$ cat src/rtl/pipe_pkg.sv
// Shared pipeline definitions for the CPU front end.
//   XLEN       default datapath/address width
//   NOP_INSTR  canonical bubble instruction (addi x0, x0, 0)
//   if_state_t fetch-stage control states
package pipe_pkg;

  localparam int XLEN = 32;

  localparam logic [31:0] NOP_INSTR = 32'h0000_0013;

  typedef enum logic [1:0] {
    IDLE = 2'd0,
    REQ  = 2'd1,
    HOLD = 2'd2,
    KILL = 2'd3
  } if_state_t;

endpackage

$ cat src/rtl/if_stage_if.sv
// Instruction-memory request/response channel.
//   imem_req   fetch request (held until imem_ready)
//   imem_addr  word-aligned fetch address
//   imem_ready response strobe; imem_rdata valid this cycle
//   imem_rdata fetched instruction
// master = fetch stage, slave = instruction memory.
interface if_stage_if #(
  parameter int XLEN = pipe_pkg::XLEN
);

  logic            imem_req;
  logic [XLEN-1:0] imem_addr;
  logic            imem_ready;
  logic [31:0]     imem_rdata;

  modport master (
    output imem_req,
    output imem_addr,
    input  imem_ready,
    input  imem_rdata
  );

  modport slave (
    input  imem_req,
    input  imem_addr,
    output imem_ready,
    output imem_rdata
  );

endinterface

$ cat src/rtl/if_skid_buf.sv
// One-entry holding register for a fetched instruction that could not
// enter IF/ID because ID was stalled.
//   clk, rst   clock, asynchronous active-high reset (valid flag only)
//   load_i     capture {pc_i, instr_i}, entry becomes valid
//   drain_i    entry consumed, becomes empty
//   clear_i    discard entry (flush); wins over load/drain
//   valid_o, pc_o, instr_o  buffered entry
module if_skid_buf #(
  parameter int XLEN = pipe_pkg::XLEN
) (
  input  logic            clk,
  input  logic            rst,
  input  logic            load_i,
  input  logic            drain_i,
  input  logic            clear_i,
  input  logic [XLEN-1:0] pc_i,
  input  logic [31:0]     instr_i,
  output logic            valid_o,
  output logic [XLEN-1:0] pc_o,
  output logic [31:0]     instr_o
);

  logic            valid_q, valid_d;
  logic [XLEN-1:0] pc_q;
  logic [31:0]     instr_q;

  always_comb begin
    valid_d = valid_q;
    if (clear_i) begin
      valid_d = 1'b0;
    end else if (load_i) begin
      valid_d = 1'b1;
    end else if (drain_i) begin
      valid_d = 1'b0;
    end
  end

  always_ff @(posedge clk or posedge rst) begin
    if (rst) begin
      valid_q <= 1'b0;
    end else begin
      valid_q <= valid_d;
    end
  end

  // Payload is only meaningful while valid_q is set, so it needs no reset.
  always_ff @(posedge clk) begin
    if (load_i && !clear_i) begin
      pc_q    <= pc_i;
      instr_q <= instr_i;
    end
  end

  assign valid_o = valid_q;
  assign pc_o    = pc_q;
  assign instr_o = instr_q;

endmodule

$ cat src/rtl/if_stage.sv
// Instruction-fetch stage: owns the PC, runs the instruction-memory
// handshake and produces the IF/ID pipeline register.
//   clk, rst        clock, asynchronous active-high reset
//   hazard          load-use stall from ID: hold IF/ID and PC
//   redirect_valid  taken branch/jump from EX (highest priority)
//   redirect_pc     redirect target, bits [1:0] ignored
//   imem            instruction-memory channel (master side)
//   if_id_valid/pc/instr  IF/ID register (instr = NOP when invalid)
//   stall_cycles    saturating count of hazard cycles without redirect
module if_stage
  import pipe_pkg::*;
#(
  parameter int              XLEN     = pipe_pkg::XLEN,
  parameter logic [XLEN-1:0] RESET_PC = '0
) (
  input  logic              clk,
  input  logic              rst,
  input  logic              hazard,
  input  logic              redirect_valid,
  input  logic [XLEN-1:0]   redirect_pc,
  if_stage_if.master        imem,
  output logic              if_id_valid,
  output logic [XLEN-1:0]   if_id_pc,
  output logic [31:0]       if_id_instr,
  output logic [31:0]       stall_cycles
);

  localparam logic [XLEN-1:0] PC_STEP    = XLEN'(4);
  localparam logic [XLEN-1:0] ALIGN_MASK = {{(XLEN-2){1'b1}}, 2'b00};

  if_state_t       state_q, state_d;
  logic [XLEN-1:0] pc_q, pc_d;
  logic [XLEN-1:0] addr_q, addr_d;
  logic            ifv_q, ifv_d;
  logic [XLEN-1:0] ifpc_q, ifpc_d;
  logic [31:0]     ifinstr_q, ifinstr_d;
  logic [31:0]     stall_q, stall_d;

  logic            buf_load, buf_drain, buf_clear;
  logic            buf_valid;
  logic [XLEN-1:0] buf_pc;
  logic [31:0]     buf_instr;

  logic [XLEN-1:0] redirect_tgt;
  logic [XLEN-1:0] pc_inc;

  assign redirect_tgt = redirect_pc & ALIGN_MASK;
  assign pc_inc       = pc_q + PC_STEP;  // wraps modulo 2^XLEN

  if_skid_buf #(.XLEN(XLEN)) u_skid (
    .clk     (clk),
    .rst     (rst),
    .load_i  (buf_load),
    .drain_i (buf_drain),
    .clear_i (buf_clear),
    .pc_i    (pc_q),
    .instr_i (imem.imem_rdata),
    .valid_o (buf_valid),
    .pc_o    (buf_pc),
    .instr_o (buf_instr)
  );

  always_comb begin
    state_d   = state_q;
    pc_d      = pc_q;
    ifv_d     = ifv_q;
    ifpc_d    = ifpc_q;
    ifinstr_d = ifinstr_q;
    buf_load  = 1'b0;
    buf_drain = 1'b0;
    buf_clear = 1'b0;

    if (redirect_valid) begin
      ifv_d     = 1'b0;
      ifinstr_d = NOP_INSTR;
      buf_clear = 1'b1;
      pc_d      = redirect_tgt;
      // A request still outstanding must be allowed to finish on the
      // wrong path; only a completed (or absent) request restarts at once.
      if ((state_q == REQ || state_q == KILL) && !imem.imem_ready) begin
        state_d = KILL;
      end else begin
        state_d = REQ;
      end
    end else begin
      unique case (state_q)
        IDLE: state_d = REQ;
        REQ: begin
          if (imem.imem_ready) begin
            pc_d = pc_inc;
            if (!hazard) begin
              ifv_d     = 1'b1;
              ifpc_d    = pc_q;
              ifinstr_d = imem.imem_rdata;
            end else begin
              buf_load = 1'b1;
              state_d  = HOLD;
            end
          end else if (!hazard) begin
            ifv_d     = 1'b0;
            ifinstr_d = NOP_INSTR;
          end
        end
        HOLD: begin
          if (!hazard) begin
            ifv_d     = buf_valid;
            ifpc_d    = buf_pc;
            ifinstr_d = buf_valid ? buf_instr : NOP_INSTR;
            buf_drain = 1'b1;
            state_d   = REQ;
          end
        end
        KILL: begin
          if (imem.imem_ready) begin
            state_d = REQ;
          end
          if (!hazard) begin
            ifv_d     = 1'b0;
            ifinstr_d = NOP_INSTR;
          end
        end
        default: state_d = IDLE;
      endcase
    end

    // Latch the request address whenever a fresh request starts so that
    // it stays put through wait states and a KILL retarget of pc.
    addr_d = (state_d == REQ) ? pc_d : addr_q;

    stall_d = stall_q;
    if (hazard && !redirect_valid && (stall_q != 32'hFFFF_FFFF)) begin
      stall_d = stall_q + 32'd1;
    end
  end

  always_ff @(posedge clk or posedge rst) begin
    if (rst) begin
      state_q   <= IDLE;
      pc_q      <= RESET_PC;
      addr_q    <= RESET_PC;
      ifv_q     <= 1'b0;
      ifpc_q    <= '0;
      ifinstr_q <= NOP_INSTR;
      stall_q   <= '0;
    end else begin
      state_q   <= state_d;
      pc_q      <= pc_d;
      addr_q    <= addr_d;
      ifv_q     <= ifv_d;
      ifpc_q    <= ifpc_d;
      ifinstr_q <= ifinstr_d;
      stall_q   <= stall_d;
    end
  end

  assign imem.imem_req  = (state_q == REQ) || (state_q == KILL);
  assign imem.imem_addr = addr_q;
  assign if_id_valid    = ifv_q;
  assign if_id_pc       = ifpc_q;
  assign if_id_instr    = ifinstr_q;
  assign stall_cycles   = stall_q;

endmodule

$ cat src/flat_wrapper.sv
// flat-port wrapper written by rule: the top's interface ports become plain ports
module if_stage_flat import pipe_pkg::*;
#(
  parameter int              XLEN     = pipe_pkg::XLEN,
  parameter logic [XLEN-1:0] RESET_PC = '0
)
  (clk, rst, hazard, redirect_valid, redirect_pc, if_id_valid, if_id_pc, if_id_instr, stall_cycles, imem_imem_req, imem_imem_addr, imem_imem_ready, imem_imem_rdata);
  if_stage_if #(.XLEN(XLEN)) imem_i ();
  input  logic clk;
  input  logic rst;
  input  logic hazard;
  input  logic redirect_valid;
  input  logic [XLEN-1:0] redirect_pc;
  output logic if_id_valid;
  output logic [XLEN-1:0] if_id_pc;
  output logic [31:0] if_id_instr;
  output logic [31:0] stall_cycles;
  output wire logic [$bits(imem_i.imem_req)-1:0] imem_imem_req;
  output wire logic [$bits(imem_i.imem_addr)-1:0] imem_imem_addr;
  input wire logic [$bits(imem_i.imem_ready)-1:0] imem_imem_ready;
  input wire logic [$bits(imem_i.imem_rdata)-1:0] imem_imem_rdata;
  assign imem_imem_req = imem_i.imem_req;
  assign imem_imem_addr = imem_i.imem_addr;
  assign imem_i.imem_ready = imem_imem_ready;
  assign imem_i.imem_rdata = imem_imem_rdata;
  if_stage #(.XLEN(XLEN), .RESET_PC(RESET_PC)) u_core (.clk(clk), .rst(rst), .hazard(hazard), .redirect_valid(redirect_valid), .redirect_pc(redirect_pc), .imem(imem_i), .if_id_valid(if_id_valid), .if_id_pc(if_id_pc), .if_id_instr(if_id_instr), .stall_cycles(stall_cycles));
endmodule
$ cat config.mk
export PLATFORM = sky130hd
export DESIGN_NAME = if_stage_flat
export DESIGN_NICKNAME = d
export VERILOG_FILES = /design/src/rtl/pipe_pkg.sv /design/src/rtl/if_stage_if.sv /design/src/rtl/if_skid_buf.sv /design/src/rtl/if_stage.sv /design/src/flat_wrapper.sv
export SDC_FILE = /design/constraint.sdc
export NUM_CORES = 1
export LEC_CHECK = 0
export ABC_AREA = 1
export BUFFER_PORTS_ARGS = -buffer_cell sky130_fd_sc_hd__clkbuf_2
export CAP_MARGIN = 20
export CORE_MARGIN = 2
export CORE_UTILIZATION = 50
export DETAILED_ROUTE_END_ITERATION = 7
export PLACE_DENSITY = 0.73
export SYNTH_ARGS = -nofsm -noshare
export SYNTH_HDL_FRONTEND = slang
export SYNTH_SLANG_ARGS = --single-unit
export TNS_END_PERCENT = 30
$ cat constraint.sdc
create_clock -name clk -period 12.7 [get_ports clk]
set_clock_uncertainty 0.1 [all_clocks]
set_input_delay 1.27 -clock clk [delete_from_list [all_inputs] [get_ports clk]]
set_output_delay 1.27 -clock clk [all_outputs]
set_load 0.02 [all_outputs]
==> impl_metrics.tcl, run 1 <==
set metrics [dict create \
    drt_first_pass_iters 5 \
    cts_tree "yes" \
    grt_pass1_wl_um 45500 \
    placement.io_buffers 196 \
    htree_levels 1 \
    synth_edf_count 64 \
    finalWorstSetupSlack_ns 8.96 \
    yosys.area.top_type "dfrtp_1" \
    end_kind "flip-flop" \
    synth_top_flop_cell "dfrtp_1" \
    startpoint_type "input port" \
    status "complete, no violations" \
    powerDensity_nw_per_um2 202 \
    synth_area_leaders "dfrtp_1 37%, edfxtp_1 18%, nand2_1 15%" \
    ir_worst_vdd_v 0.000115 \
    initial_core_util_pct 50.5 \
    synth.most_common_cell "nand2_1" \
    fin_nets 1530 \
    synth_cell_types 42 \
    slew_violations 0 \
    post-route-min-period_ns 3.74 \
    min_period_over_period_pct 29.5 \
    crit_arrival_ns 3.98 \
    p_leak_nw 6.05 \
    rsz0062_at_grt "no" \
    tns_ns 0 \
    routed_wl_um 27400 \
    async_flop_share_pct 71.9 \
    ys_ff_latch 228 \
    wl_per_cell_um 15.6 \
    rows 54 \
    cts-buffers-inserted 25 \
    grt_pass1_vias 8737 \
    core-area_um2 21600 \
    dpl_cell_area_um2 12100 \
    place_congestion 0.900 \
    cts_hold_buf 0 \
    die_x_um 152 \
    fill_cells 1916 \
    whs_path_depth 2 \
    via_per_inst 5.27 \
    design.die.area_um2 23100 \
    hpwl_um 18500 \
    tightest_slew_ns 1.03 \
    pin_count 199 \
    grt_max_degree 96 \
    drive_above_1_share_pct 19.6 \
    diodes 0 \
    r2r.worst_path.cells 10 \
    worstSkewPairLatency_ns 0.53 \
    finalSetupViolCount 0 \
    netlist_instances 1274 \
    final_cell_area_um2 12800 \
    synth_top_area_share_pct 36.9 \
    antenna_found_initial 0 \
    clockBufferDepth 3 \
    crit_path_max_fanout 59 \
    regToRegSetupSlack_ns 9.50 \
    yosysSeqAreaShare_pct 55.2 \
    crit-reg2reg-launch "u_core.state_q[1]" \
    finalHoldViolCount 0 \
    synth_area_um2 10900 \
    vias 9251 \
    slew_headroom_pct 31.4 \
    hold_class "reg2reg" \
    grt_usage_pct 23.8 \
    fmax_ghz 0.267 \
    clk_pin_slew_ns 0.06 \
    die_y_um 152 \
    total_power_w 0.00260 \
    gr-total-overflow 0 \
    cts_sinks 228 \
    cts_resized 0 \
    cts-root-buf "clkbuf_16" \
    drt_iter0_drc 625 \
    r2r-end "u_core.if_id_instr[27]" \
    synth_common_cells "446 x nand2_1, 161 x dfrtp_1, 119 x nor2_1" \
    worstPathRequired_ns 12.94 \
    ant_nets 0 \
    min-delay-start "u_core.imem.imem_addr[1]" \
    post_cts_buffers 0 \
    area_growth_pct 17.6 \
    syn_avg_cell_area_um2 8.58 \
    syn-num-nets 1349 \
    maxCapViolCount 0 \
    post-place-ws_ns 8.42 \
    critical_path_class "in2reg" \
    ys_warn_count 0 \
    min_to "u_core.imem.imem_addr[1]" \
    drc 0 \
]
power breakdown:
part	switching (W)	total [W]	internal (W)
registers	0.000121	0.00105	0.000934
clock network	0.000288	0.000690	0.000402
logic	0.000593	0.000853	0.000260
total	0.00100	0.00260	0.00160
worst max-delay path, cell delays in order:
cell and delay, ns:
clkbuf_2 0.36, inv_1 0.13, buf_4 0.49, nand4_1 0.17, nand3_1 0.11, buf_4 0.36
inv_1 0.07, nand2_1 0.74, o21ai_0 0.25
registers in the layout (all words and copies together) (netlist names):
| register | count |
|---|---|
| u_core.stall_cycles | 32 |
| u_core.if_id_valid | 1 |
| u_core.imem.imem_addr | 32 |
| u_core.u_skid.pc_o | 32 |
| u_core.if_id_instr | 32 |
| u_core.u_skid.valid_o | 1 |
| u_core.state_q | 2 |
| u_core.pc_q | 32 |
| u_core.u_skid.instr_o | 32 |
| u_core.if_id_pc | 32 |
layout make-up:
type	instances	area, um2	share of cell area [%]
well taps	280	350	2.73
inverters	100	380	2.96
flip-flops and latches	228	6030	46.9
repair buffers	205	1050	8.16
clock inverters	8	68.8	0.536
multi-input cells	895	4270	33.2
clock buffers	38	704	5.48
per-stage QoR:
step	utilization, %	hold slack (ns)	cells
6_report	59.4	0.374	1754
5_1_grt	59.4	0.396	1754
4_1_cts	59.4	0.377	1754
3_5_place_dp	55.8	0.363	1708
3_3_place_gp	55.8	0.357	1708
2_1_floorplan	-	0.347	1274
how the worst max path moves through the flow:
stage          slack (ns)  depth (start not counted)      startpoint                endpoint
3_3_place_gp         8.45                          9  redirect_valid  u_core.if_id_instr[28]
6_report             8.96                          9  redirect_valid  u_core.if_id_instr[27]
4_1_cts              8.93                          9  redirect_valid  u_core.if_id_instr[30]
3_5_place_dp         8.42                          9  redirect_valid  u_core.if_id_instr[30]
2_1_floorplan        6.90                          1             rst  u_core.if_id_instr[10]
5_1_grt              8.63                          9  redirect_valid  u_core.if_id_instr[27]
layer usage:
layer  vias up  wire (um)  track usage [%]
met5         -          0                0
met4         0        734             7.03
met3        46       1500             3.25
met2       323      13100             38.7
met1      4329      12100             33.7
li1       4553          -                -
layout by cell type, fill, tap and decap left out, drive strengths merged, types with 21 or more instances in the layout:
master,instances
a221oi,21
a31oi,42
clkbuf,234
dfrtp,161
edfxtp,64
inv,101
nand2,451
nand3,68
nor2,127
nor3,22
o21ai,62
cells by family (layout without fill, tap and decap cells):
logic type      after synthesis  in the layout  synth area share, %
simple gates                718            718                 27.8
flops                       228            228                 55.2
buf+inv                     151            351                 5.89
compound gates              146            146                 8.39
xor+xnor                     25             25                 2.00
fa+ha+maj                     6              6                0.687
(Power assumes the default switching activity.)
==> run 2, diff against run 1 <==
Clock period 12.7 ns to 3.6 ns, I/O delays scaled along.
==> run 2 against run 1 <==
Critical path depth increased by 2. Total power increased to 3.6 times the previous value. Sequential cell count unchanged. Die area unchanged.
==> impl_metrics.tcl, run 2 (synthesized netlist as in run 1, its figures left out) <==
set metrics [dict create \
    grt_pass1_wl_um 46300 \
    drive_above_1_share_pct 19.5 \
    die_x_um 152 \
    hpwl_um 18900 \
    hold_class "in2reg" \
    fmax_ghz 0.381 \
    cts-root-buf "clkbuf_16" \
    drc 0 \
    vias 9402 \
    diodes 0 \
    antenna_found_initial 0 \
    pin_count 199 \
    maxCapViolCount 0 \
    grt_pass1_vias 9211 \
    cts_sinks 228 \
    m1WireLength_um 12200 \
    min-delay-start "redirect_pc[2]" \
    drt_first_pass_iters 5 \
    placed_cells 1714 \
    clk_pin_slew_ns 0.06 \
    end_kind "flip-flop" \
    ir_worst_vdd_v 0.000366 \
    cts_resized 0 \
    slew_violations 0 \
    critical_path_class "reg2reg" \
    dr_wl_met3_um 1670 \
    area_growth_pct 22.6 \
    via_per_inst 5.21 \
    crit_arrival_ns 2.91 \
    startpoint_type "flip-flop" \
    fill_cells 1837 \
    core-area_um2 21600 \
    final_cell_count_no_fill 1804 \
    mostFrequentLayoutCell "nand2_1" \
    regToRegSetupSlack_ns 0.97 \
    htree_levels 1 \
    post_cts_buffers 0 \
    routed_wl_um 27900 \
    slew_headroom_pct 31.3 \
    cts_hold_buf 45 \
    ant_nets 0 \
    drt_iter0_drc 612 \
    wl_per_cell_um 15.5 \
    initial_core_util_pct 50.5 \
    multiInputGateArea_um2 4270 \
    gr-total-overflow 0 \
    clockBufferDepth 3 \
    seq_area_um2 6030 \
    design.die.area_um2 23100 \
    die_y_um 152 \
    post-route-min-period_ns 2.63 \
    finalSetupViolCount 0 \
    powerDensity_nw_per_um2 693 \
    final_cell_mix "446 x nand2_1, 196 x clkbuf_2, 161 x dfrtp_1" \
    p_leak_nw 6.28 \
    crit_path_max_fanout 34 \
    status "complete, no violations" \
    tns_ns 0 \
    crit-reg2reg-launch "u_core.state_q[0]" \
    wl_met2_um 13400 \
    cts-buffers-inserted 25 \
    highest_layer "met4" \
    worstSkewPairLatency_ns 0.52 \
    min_period_over_period_pct 73.0 \
    rows 54 \
    cts_tree "yes" \
    grt_max_degree 72 \
    grt_usage_pct 24.0 \
    fin_nets 1581 \
    tightest_slew_ns 1.03 \
    finalHoldViolCount 0 \
    min_to "u_core.pc_q[2]" \
    r2r.worst_path.cells 11 \
    whs_path_depth 3 \
    rsz0062_at_grt "no" \
    worstPathRequired_ns 3.88 \
    placement.io_buffers 196 \
    place_congestion 0.891 \
    r2r-end "u_core.if_id_instr[22]" \
]
[run 2: cell count changes in the layout (fill, tap and decap cells not counted), sizes merged]
cell / previous run / this run
clkinvlp: 0 / 1
inv: 101 / 100
dlygate4sd3: 0 / 45
clkbuf: 234 / 235
buf: 9 / 15
clkinv: 6 / 4
[run 2: how the worst max path moves through the flow]
stage                                  from                        to  slack [ns]
after CTS                 u_core.state_q[0]    u_core.if_id_instr[15]        0.96
final                     u_core.state_q[0]    u_core.if_id_instr[22]        0.97
after global routing      u_core.state_q[0]    u_core.if_id_instr[10]        0.75
after floorplan           u_core.state_q[1]  u_core.u_skid.instr_o[0]        0.91
after detailed placement  u_core.state_q[0]    u_core.if_id_instr[15]         1.0
after global placement    u_core.state_q[1]  u_core.u_skid.instr_o[3]        1.05
[run 2: worst max-delay path, cell delays in order (launching register included)]
cell     delay (ns)
dfrtp_1        0.40
inv_1          0.08
ha_1           0.32
buf_4          0.27
inv_2          0.08
buf_4          0.35
nand4_1        0.14
nand3_1        0.14
inv_1          0.05
nand2_1        0.05
buf_4          0.32
o21ai_0        0.18
[run 2: routing by layer]
layer | up-vias | GRT usage, %
met1 | 4411 | 32.5
met5 | - | 0
li1 | 4642 | -
met3 | 37 | 3.68
met4 | 0 | 6.54
met2 | 312 | 40.6
[run 2: power breakdown]
part           internal (W)  switching (W)  total (W)
logic              0.000965        0.00210    0.00307
registers           0.00329       0.000431    0.00372
clock network       0.00149        0.00100    0.00250
total               0.00575        0.00354    0.00929
[run 2: area by class of cell]
type | instances | area share (%)
Multi-Input combinational cell | 895 | 31.8
Clock inverter | 6 | 0.439
Clock buffer | 39 | 5.58
Inverter | 100 | 2.83
Timing Repair Buffer | 256 | 11.7
Sequential cell | 228 | 45.0
Tap cell | 280 | 2.61
[run 2: stage by stage]
| step | cell area [um2] | hold slack, ns | total power (W) | util (%) | setup WS, ns |
|---|---|---|---|---|---|
| global placement | 12100 | 0.357 | 0.00674 | 56.2 | 1.05 |
| detailed placement | 12100 | 0.360 | 0.00681 | 56.2 | 0.999 |
| global route | 13400 | 0.0154 | 0.00986 | 62.0 | 0.747 |
| CTS | 13400 | 0.00218 | 0.00937 | 62.0 | 0.964 |
| finish | 13400 | 0.0208 | 0.00929 | 62.0 | 0.972 |
| floorplan | 10900 | 0.347 | 0.00575 | - | 0.911 |
